<file path="src/rtl/snd_ingen.sv">
`timescale 1ns/1ps
// snd_ingen: serial audio capture receiver.
// Deserializes a left-justified, MSB-first stereo stream framed by SND_LRCLK
// (2*HALF_BITS BCLKs per frame) and pushes {left, right} words into the
// capture FIFO, with optional decimation, overflow counting and sync checking.
module snd_ingen #(
  parameter int DATA_W    = 16,
  parameter int HALF_BITS = 32
) (
  input  logic                  BCLK,
  input  logic                  RST_X,
  input  logic                  SND_LRCLK,
  input  logic                  SND_DIN,
  input  logic [1:0]            REG_CMD,
  input  logic [1:0]            REG_DECIM,
  input  logic                  FIFO_FULL,
  output logic                  FIFO_WRITE,
  output logic [2*DATA_W-1:0]   FIFO_DIN,
  output logic [DATA_W-1:0]     L_SNDDATA,
  output logic [DATA_W-1:0]     R_SNDDATA,
  output logic                  LOCKED,
  output logic                  SYNC_ERR,
  output logic [15:0]           OVF_COUNT
);

  localparam int FRAME = 2 * HALF_BITS;
  localparam int PW    = $clog2(FRAME);

  // Frame positions; the completion point wraps when DATA_W == HALF_BITS.
  localparam logic [PW-1:0] P_ZERO  = PW'(0);
  localparam logic [PW-1:0] P_ONE   = PW'(1);
  localparam logic [PW-1:0] P_LAST  = PW'(FRAME - 1);
  localparam logic [PW-1:0] P_HALF  = PW'(HALF_BITS);
  localparam logic [PW-1:0] L_END   = PW'(DATA_W - 1);
  localparam logic [PW-1:0] R_START = PW'(HALF_BITS);
  localparam logic [PW-1:0] R_END   = PW'(HALF_BITS + DATA_W - 1);
  localparam logic [PW-1:0] P_COMP  = PW'((HALF_BITS + DATA_W) % FRAME);

  localparam logic [1:0] CMD_CAP = 2'b01;
  localparam logic [1:0] CMD_CLR = 2'b10;

  typedef enum logic [0:0] {
    ST_UNLOCK = 1'b0,
    ST_RUN    = 1'b1
  } state_t;

  // Shift one serial bit into the LSB end of a sample register.
  function automatic logic [DATA_W-1:0] shift_in(input logic [DATA_W-1:0] v, input logic b);
    logic [DATA_W-1:0] r;
    r    = v << 1;
    r[0] = b;
    return r;
  endfunction

  state_t                state_q;
  logic                  lr_q;
  logic [PW-1:0]         p_q;
  logic [2:0]            dec_q;
  logic [DATA_W-1:0]     l_sh_q;
  logic [DATA_W-1:0]     r_sh_q;
  logic                  fifo_write_q;
  logic [2*DATA_W-1:0]   fifo_din_q;
  logic [DATA_W-1:0]     l_data_q;
  logic [DATA_W-1:0]     r_data_q;
  logic                  locked_q;
  logic                  sync_err_q;
  logic [15:0]           ovf_q;

  logic                  fall_s;
  logic                  rise_s;
  logic [PW-1:0]         p_inc_s;
  logic [PW-1:0]         pos_s;
  logic                  viol_s;
  logic                  acq_s;
  logic                  track_s;
  logic                  comp_s;
  logic                  elig_s;
  logic                  write_s;
  logic                  ovf_inc_s;
  logic                  shift_l_s;
  logic                  shift_r_s;
  logic [2:0]            dec_mask_s;
  logic [2:0]            dec_inc_s;

  // Decode LRCLK edges, frame position, sync violations and write opportunities.
  always_comb begin
    fall_s = lr_q & ~SND_LRCLK;
    rise_s = ~lr_q & SND_LRCLK;

    if (p_q == P_LAST) begin
      p_inc_s = P_ZERO;
    end else begin
      p_inc_s = p_q + P_ONE;
    end

    // In RUN an LRCLK edge must coincide exactly with its expected position.
    if (state_q == ST_RUN) begin
      viol_s = (fall_s != (p_inc_s == P_ZERO)) | (rise_s != (p_inc_s == P_HALF));
      acq_s  = fall_s & viol_s;
    end else begin
      viol_s = 1'b0;
      acq_s  = fall_s;
    end

    // Position of the bit sampled on this edge; re-acquisition restarts at 0.
    if (acq_s) begin
      pos_s = P_ZERO;
    end else begin
      pos_s = p_inc_s;
    end

    track_s   = acq_s | ((state_q == ST_RUN) & ~viol_s);
    shift_l_s = track_s & (pos_s <= L_END);
    shift_r_s = track_s & (pos_s >= R_START) & (pos_s <= R_END);
    comp_s    = (state_q == ST_RUN) & ~viol_s & (pos_s == P_COMP);
    elig_s    = comp_s & (REG_CMD == CMD_CAP) & (dec_q == 3'd0);
    write_s   = elig_s & ~FIFO_FULL;
    ovf_inc_s = elig_s & FIFO_FULL;

    case (REG_DECIM)
      2'd0:    dec_mask_s = 3'b000;
      2'd1:    dec_mask_s = 3'b001;
      2'd2:    dec_mask_s = 3'b011;
      2'd3:    dec_mask_s = 3'b111;
      default: dec_mask_s = 3'b000;
    endcase
    dec_inc_s = (dec_q + 3'd1) & dec_mask_s;
  end

  // Frame-sync FSM, deserializer, decimation and all registered outputs.
  always_ff @(posedge BCLK or negedge RST_X) begin
    if (!RST_X) begin
      state_q      <= ST_UNLOCK;
      lr_q         <= 1'b0;
      p_q          <= P_ZERO;
      dec_q        <= 3'd0;
      l_sh_q       <= '0;
      r_sh_q       <= '0;
      fifo_write_q <= 1'b0;
      fifo_din_q   <= '0;
      l_data_q     <= '0;
      r_data_q     <= '0;
      locked_q     <= 1'b0;
      sync_err_q   <= 1'b0;
      ovf_q        <= 16'd0;
    end else begin
      lr_q <= SND_LRCLK;

      if (acq_s) begin
        state_q  <= ST_RUN;
        p_q      <= P_ZERO;
        locked_q <= 1'b1;
      end else if (viol_s) begin
        state_q  <= ST_UNLOCK;
        locked_q <= 1'b0;
      end else if (state_q == ST_RUN) begin
        p_q      <= p_inc_s;
        locked_q <= 1'b1;
      end else begin
        locked_q <= 1'b0;
      end

      if (shift_l_s) begin
        l_sh_q <= shift_in(l_sh_q, SND_DIN);
      end
      if (shift_r_s) begin
        r_sh_q <= shift_in(r_sh_q, SND_DIN);
      end

      if (comp_s) begin
        l_data_q <= l_sh_q;
        r_data_q <= r_sh_q;
      end

      fifo_write_q <= write_s;
      if (write_s) begin
        fifo_din_q <= {l_sh_q, r_sh_q};
      end

      // Decimation phase restarts whenever capture is not active or sync is re-acquired.
      if (REG_CMD != CMD_CAP) begin
        dec_q <= 3'd0;
      end else if (acq_s) begin
        dec_q <= 3'd0;
      end else if (comp_s) begin
        dec_q <= dec_inc_s;
      end

      // Clear has priority over a same-cycle increment or set.
      if (REG_CMD == CMD_CLR) begin
        ovf_q      <= 16'd0;
        sync_err_q <= 1'b0;
      end else begin
        if (ovf_inc_s && (ovf_q != 16'hFFFF)) begin
          ovf_q <= ovf_q + 16'd1;
        end
        if (viol_s) begin
          sync_err_q <= 1'b1;
        end
      end
    end
  end

  assign FIFO_WRITE = fifo_write_q;
  assign FIFO_DIN   = fifo_din_q;
  assign L_SNDDATA  = l_data_q;
  assign R_SNDDATA  = r_data_q;
  assign LOCKED     = locked_q;
  assign SYNC_ERR   = sync_err_q;
  assign OVF_COUNT  = ovf_q;

endmodule

</file>
<file path="config.mk">
export PLATFORM = sky130hd
export DESIGN_NAME = snd_ingen
export DESIGN_NICKNAME = d
export VERILOG_FILES = /design/src/rtl/snd_ingen.sv
export SDC_FILE = /design/constraint.sdc
export NUM_CORES = 1
export LEC_CHECK = 0
export CAP_MARGIN = 5
export CORE_ASPECT_RATIO = 0.9
export CORE_MARGIN = 1
export CORE_UTILIZATION = 53
export CTS_CLUSTER_DIAMETER = 100
export DETAILED_ROUTE_END_ITERATION = 10
export PLACE_DENSITY = 0.79
export RECOVER_POWER = 100
export REMOVE_ABC_BUFFERS = 1
export SYNTH_ARGS = -nofsm -noshare
export SYNTH_HDL_FRONTEND = slang
export SYNTH_SLANG_ARGS = --single-unit
</file>
<file path="constraint.sdc">
create_clock -name BCLK -period 3.13 [get_ports BCLK]
set_input_delay 0.626 -clock BCLK [delete_from_list [all_inputs] [get_ports BCLK]]
set_output_delay 0.626 -clock BCLK [all_outputs]
set_load 0.03 [all_outputs]
</file>
==> impl_metrics.ini <==
[clock_network]
cts_buffers = 17
cts_num_sinks = 126
cts_hold_buf = 0
cts_tree = yes
root_buffer = clkbuf_16
clk_pin_slew_worst_paths_ns = 0.06
clkLatencyLatePin_ns = 0.41
post_cts_buffers = 0
h-tree-depth = 4
clk_path_buf_depth = 2
ctsResizeCount = 0

[power]
p_leak_nw = 3.51
ir_worst_vdd_mv = 0.597
power_density_nw_per_um2 = 727

[global_routing]
grt_pass1_vias = 4023
grt.met1_usage = 0.319
grt_max_degree = 53
grt.total_usage = 0.247
busiest_layer = met2
globalRoute.totalOverflow = 0
use_met3 = 0.0872
antenna_found_initial = 0
grt_pass1_wl_mm = 20.3
gr-usage-met2 = 0.387

[setup_path]
startpoint = SND_LRCLK
r2r_slack_ns = 0.27
cp.arrival_ns = 3.16
max_stage_delay_ns = 0.58
crit_fanout = 32
regToRegStartpoint = p_q[0]$_DFFE_PN0P_
cp-start-kind = input pin
rr_worst_depth = 8
critPathTopFamily = buffers and inverters
r2r_end = FIFO_DIN[25]$_DFFE_PN0P_
path_class = input pin to flop
cp_num_buf_inv = 3
cp.required_ns = 3.42
path_cells = dlygate4sd3_1 > nor2b_1 > buf_4 > o21bai_1 > and2_0 > nor4_1 > buf_12 > mux2_2
worstSetupEndpointType = flop
critPathSlowestCell = dlygate4sd3_1

[synth]
synth_edf_count = 0
syn_inst = 435
synth_top_area_cell = dfrtp_1
ys_types = 57
synth_top_area_share = 0.564
ys_ff_latch = 126
synth_area_um2 = 5590
synth_top_flop_cell = dfrtp_1
async_flop_share = 1.00
avgSynthCellArea_um2 = 12.9
yosys_warnings = 0
yosys-top-cells-area = dfrtp_1, mux2_2, mux2_4
synth-seq-area-share = 0.564

[cells_and_area]
postLayoutCellArea_um2 = 7140
postLayoutCoreUtil = 0.697
n_antenna_cell = 0
area_delta_synth_final_pct = 27.7
fillers = 748
nets = 545
layout-drive-gt1-share = 0.247

[place]
placed_area_um2 = 6650
io_buffer_count = 91
place_hpwl_mm = 7.98
dp_slack_ns = 0.0444
place_congestion = 0.840

[route]
drt_wl_total_mm = 12.2
vias = 3887
ant_nets = 0
avgViaCountPerCell = 5.78
drc = 0
avgRoutedWirePerCell_um = 18.2
first_pass_iters = 7
drt_iter0_drc = 256

[timing]
slew-limit-headroom = 0.118
grt_setup_unrepaired = no
finalCriticalPeriod_ns = 2.87
tightest_slew_ns = 1.32
min_period_over_period = 0.917
fmax_mhz = 348
holdWs_ns = 0.496
fin_setup_tns_ns = 0
finClkSkew_ns = 0.00822
slew_violations = 0
hold_viol = 0
fin_ws_ns = 0.258
setup_viol = 0

[floorplan]
rows = 35
io_pins = 92
die-height_um = 99.5
die_w_um = 110
coreArea_um2 = 10200
die_area_um2 = 11000
start_util = 0.546

[min_path]
hp-class = input pin to asynchronous set/reset pin

[flow_run]
cap_violations = 0

[status]
status = finished clean
==> layer usage <==
metal / up-vias / part of all wire / wire, um
met3: 18 / 0.071 / 872
li1: 1787 / - / -
met4: 0 / 0.010 / 127
met2: 142 / 0.48 / 5930
met5: - / 0 / 0
met1: 1940 / 0.43 / 5300
==> stage by stage <==
stage	power [mW]	instances
after floorplan	2.88	409
after global placement	3.31	642
after detailed placement	3.37	642
after CTS	5.29	672
after global routing	5.44	672
final	5.19	672
==> sequential cells by signal, indices dropped and copies added (netlist names) <==
| register | flops |
|---|---|
| L_SNDDATA | 16 |
| state_q | 1 |
| l_sh_q | 16 |
| FIFO_WRITE | 1 |
| FIFO_DIN | 32 |
| r_sh_q | 16 |
| lr_q | 1 |
| SYNC_ERR | 1 |
| dec_q | 3 |
| OVF_COUNT | 16 |
| LOCKED | 1 |
| R_SNDDATA | 16 |
| p_q | 6 |
==> power by group <==
part           internal (mW)  total [mW]  switching, mW
clock network           1.24        1.91          0.665
logic                  0.529        1.12          0.587
registers               1.89        2.17          0.277
==> Yosys cell counts (5+ instances only) <==
cell type,n
buf_2,6
mux2i_1,6
nor2_1,11
a21oi_1,20
nand3_1,12
clkbuf_1,11
nor3_1,5
nand2_1,31
o31ai_1,8
nand2b_1,10
mux2_2,86
nand4_1,6
dfrtp_1,126
mux2_4,10
or4_1,10
==> area by class of cell <==
cell class	count	area [um2]	share of cell area
clock inverters	6	83.8	0.0117
repair buffers	104	997	0.140
inverters	4	15.0	0.00210
flip-flops and latches	126	3150	0.441
well taps	129	161	0.0226
clock buffers	24	492	0.0689
multi-input cells	279	2240	0.314
==> cells by family after synthesis <==
kind of cell / Yosys count / synth area share
flip-flops: 126 / 0.564
buffers and inverters: 30 / 0.0293
multiplexers: 103 / 0.213
AND/OR/NAND/NOR: 114 / 0.115
XOR/XNOR: 4 / 0.00627
AO/OA/AOI/OAI: 54 / 0.0638
adder cells (fa/ha/maj): 4 / 0.00895
==> placed cells by master, fill, tap and decap left out, types with 2 or more instances in the layout <==
master	netlist	routed
and2_1	3	2
a21o_1	4	4
nor3_1	5	5
nor4_1	4	5
mux2i_1	6	6
clkbuf_8	0	4
clkinv_2	0	3
a211o_2	1	2
o21ai_0	4	4
nand2b_1	10	10
dlygate4sd3_1	0	84
clkdlybuf4s50_1	0	6
a31oi_1	2	2
clkbuf_1	11	6
buf_4	1	6
nand4_1	6	6
inv_1	4	4
o31ai_1	8	8
nor2b_1	4	4
bufinv_16	0	2
and3_1	2	2
or3_1	4	4
a21oi_1	20	19
ha_1	4	4
dfrtp_1	126	126
nor2_1	11	11
or4_1	10	10
clkbuf_2	1	4
o21a_1	3	3
nand2_1	31	31
mux2_1	1	10
nand3_1	12	12
xnor2_1	3	3
a22oi_1	2	2
mux2_2	86	86
clkbuf_16	0	17
and4_1	2	3
==> how the worst max path moves through the flow <==
stage | end | slack [ns] | cells past startpoint
6_report | FIFO_DIN[25]$_DFFE_PN0P_ | 0.26 | 8
3_3_place_gp | r_sh_q[11]$_DFFE_PN0P_ | 0.10 | 7
4_1_cts | l_sh_q[0]$_DFFE_PN0P_ | 0.28 | 7
2_1_floorplan | FIFO_DIN[0]$_DFFE_PN0P_ | -0.81 | 7
3_5_place_dp | l_sh_q[7]$_DFFE_PN0P_ | 0.04 | 7
5_1_grt | l_sh_q[0]$_DFFE_PN0P_ | 0.12 | 7
Note: power is estimated with default switching activity, not from simulation.
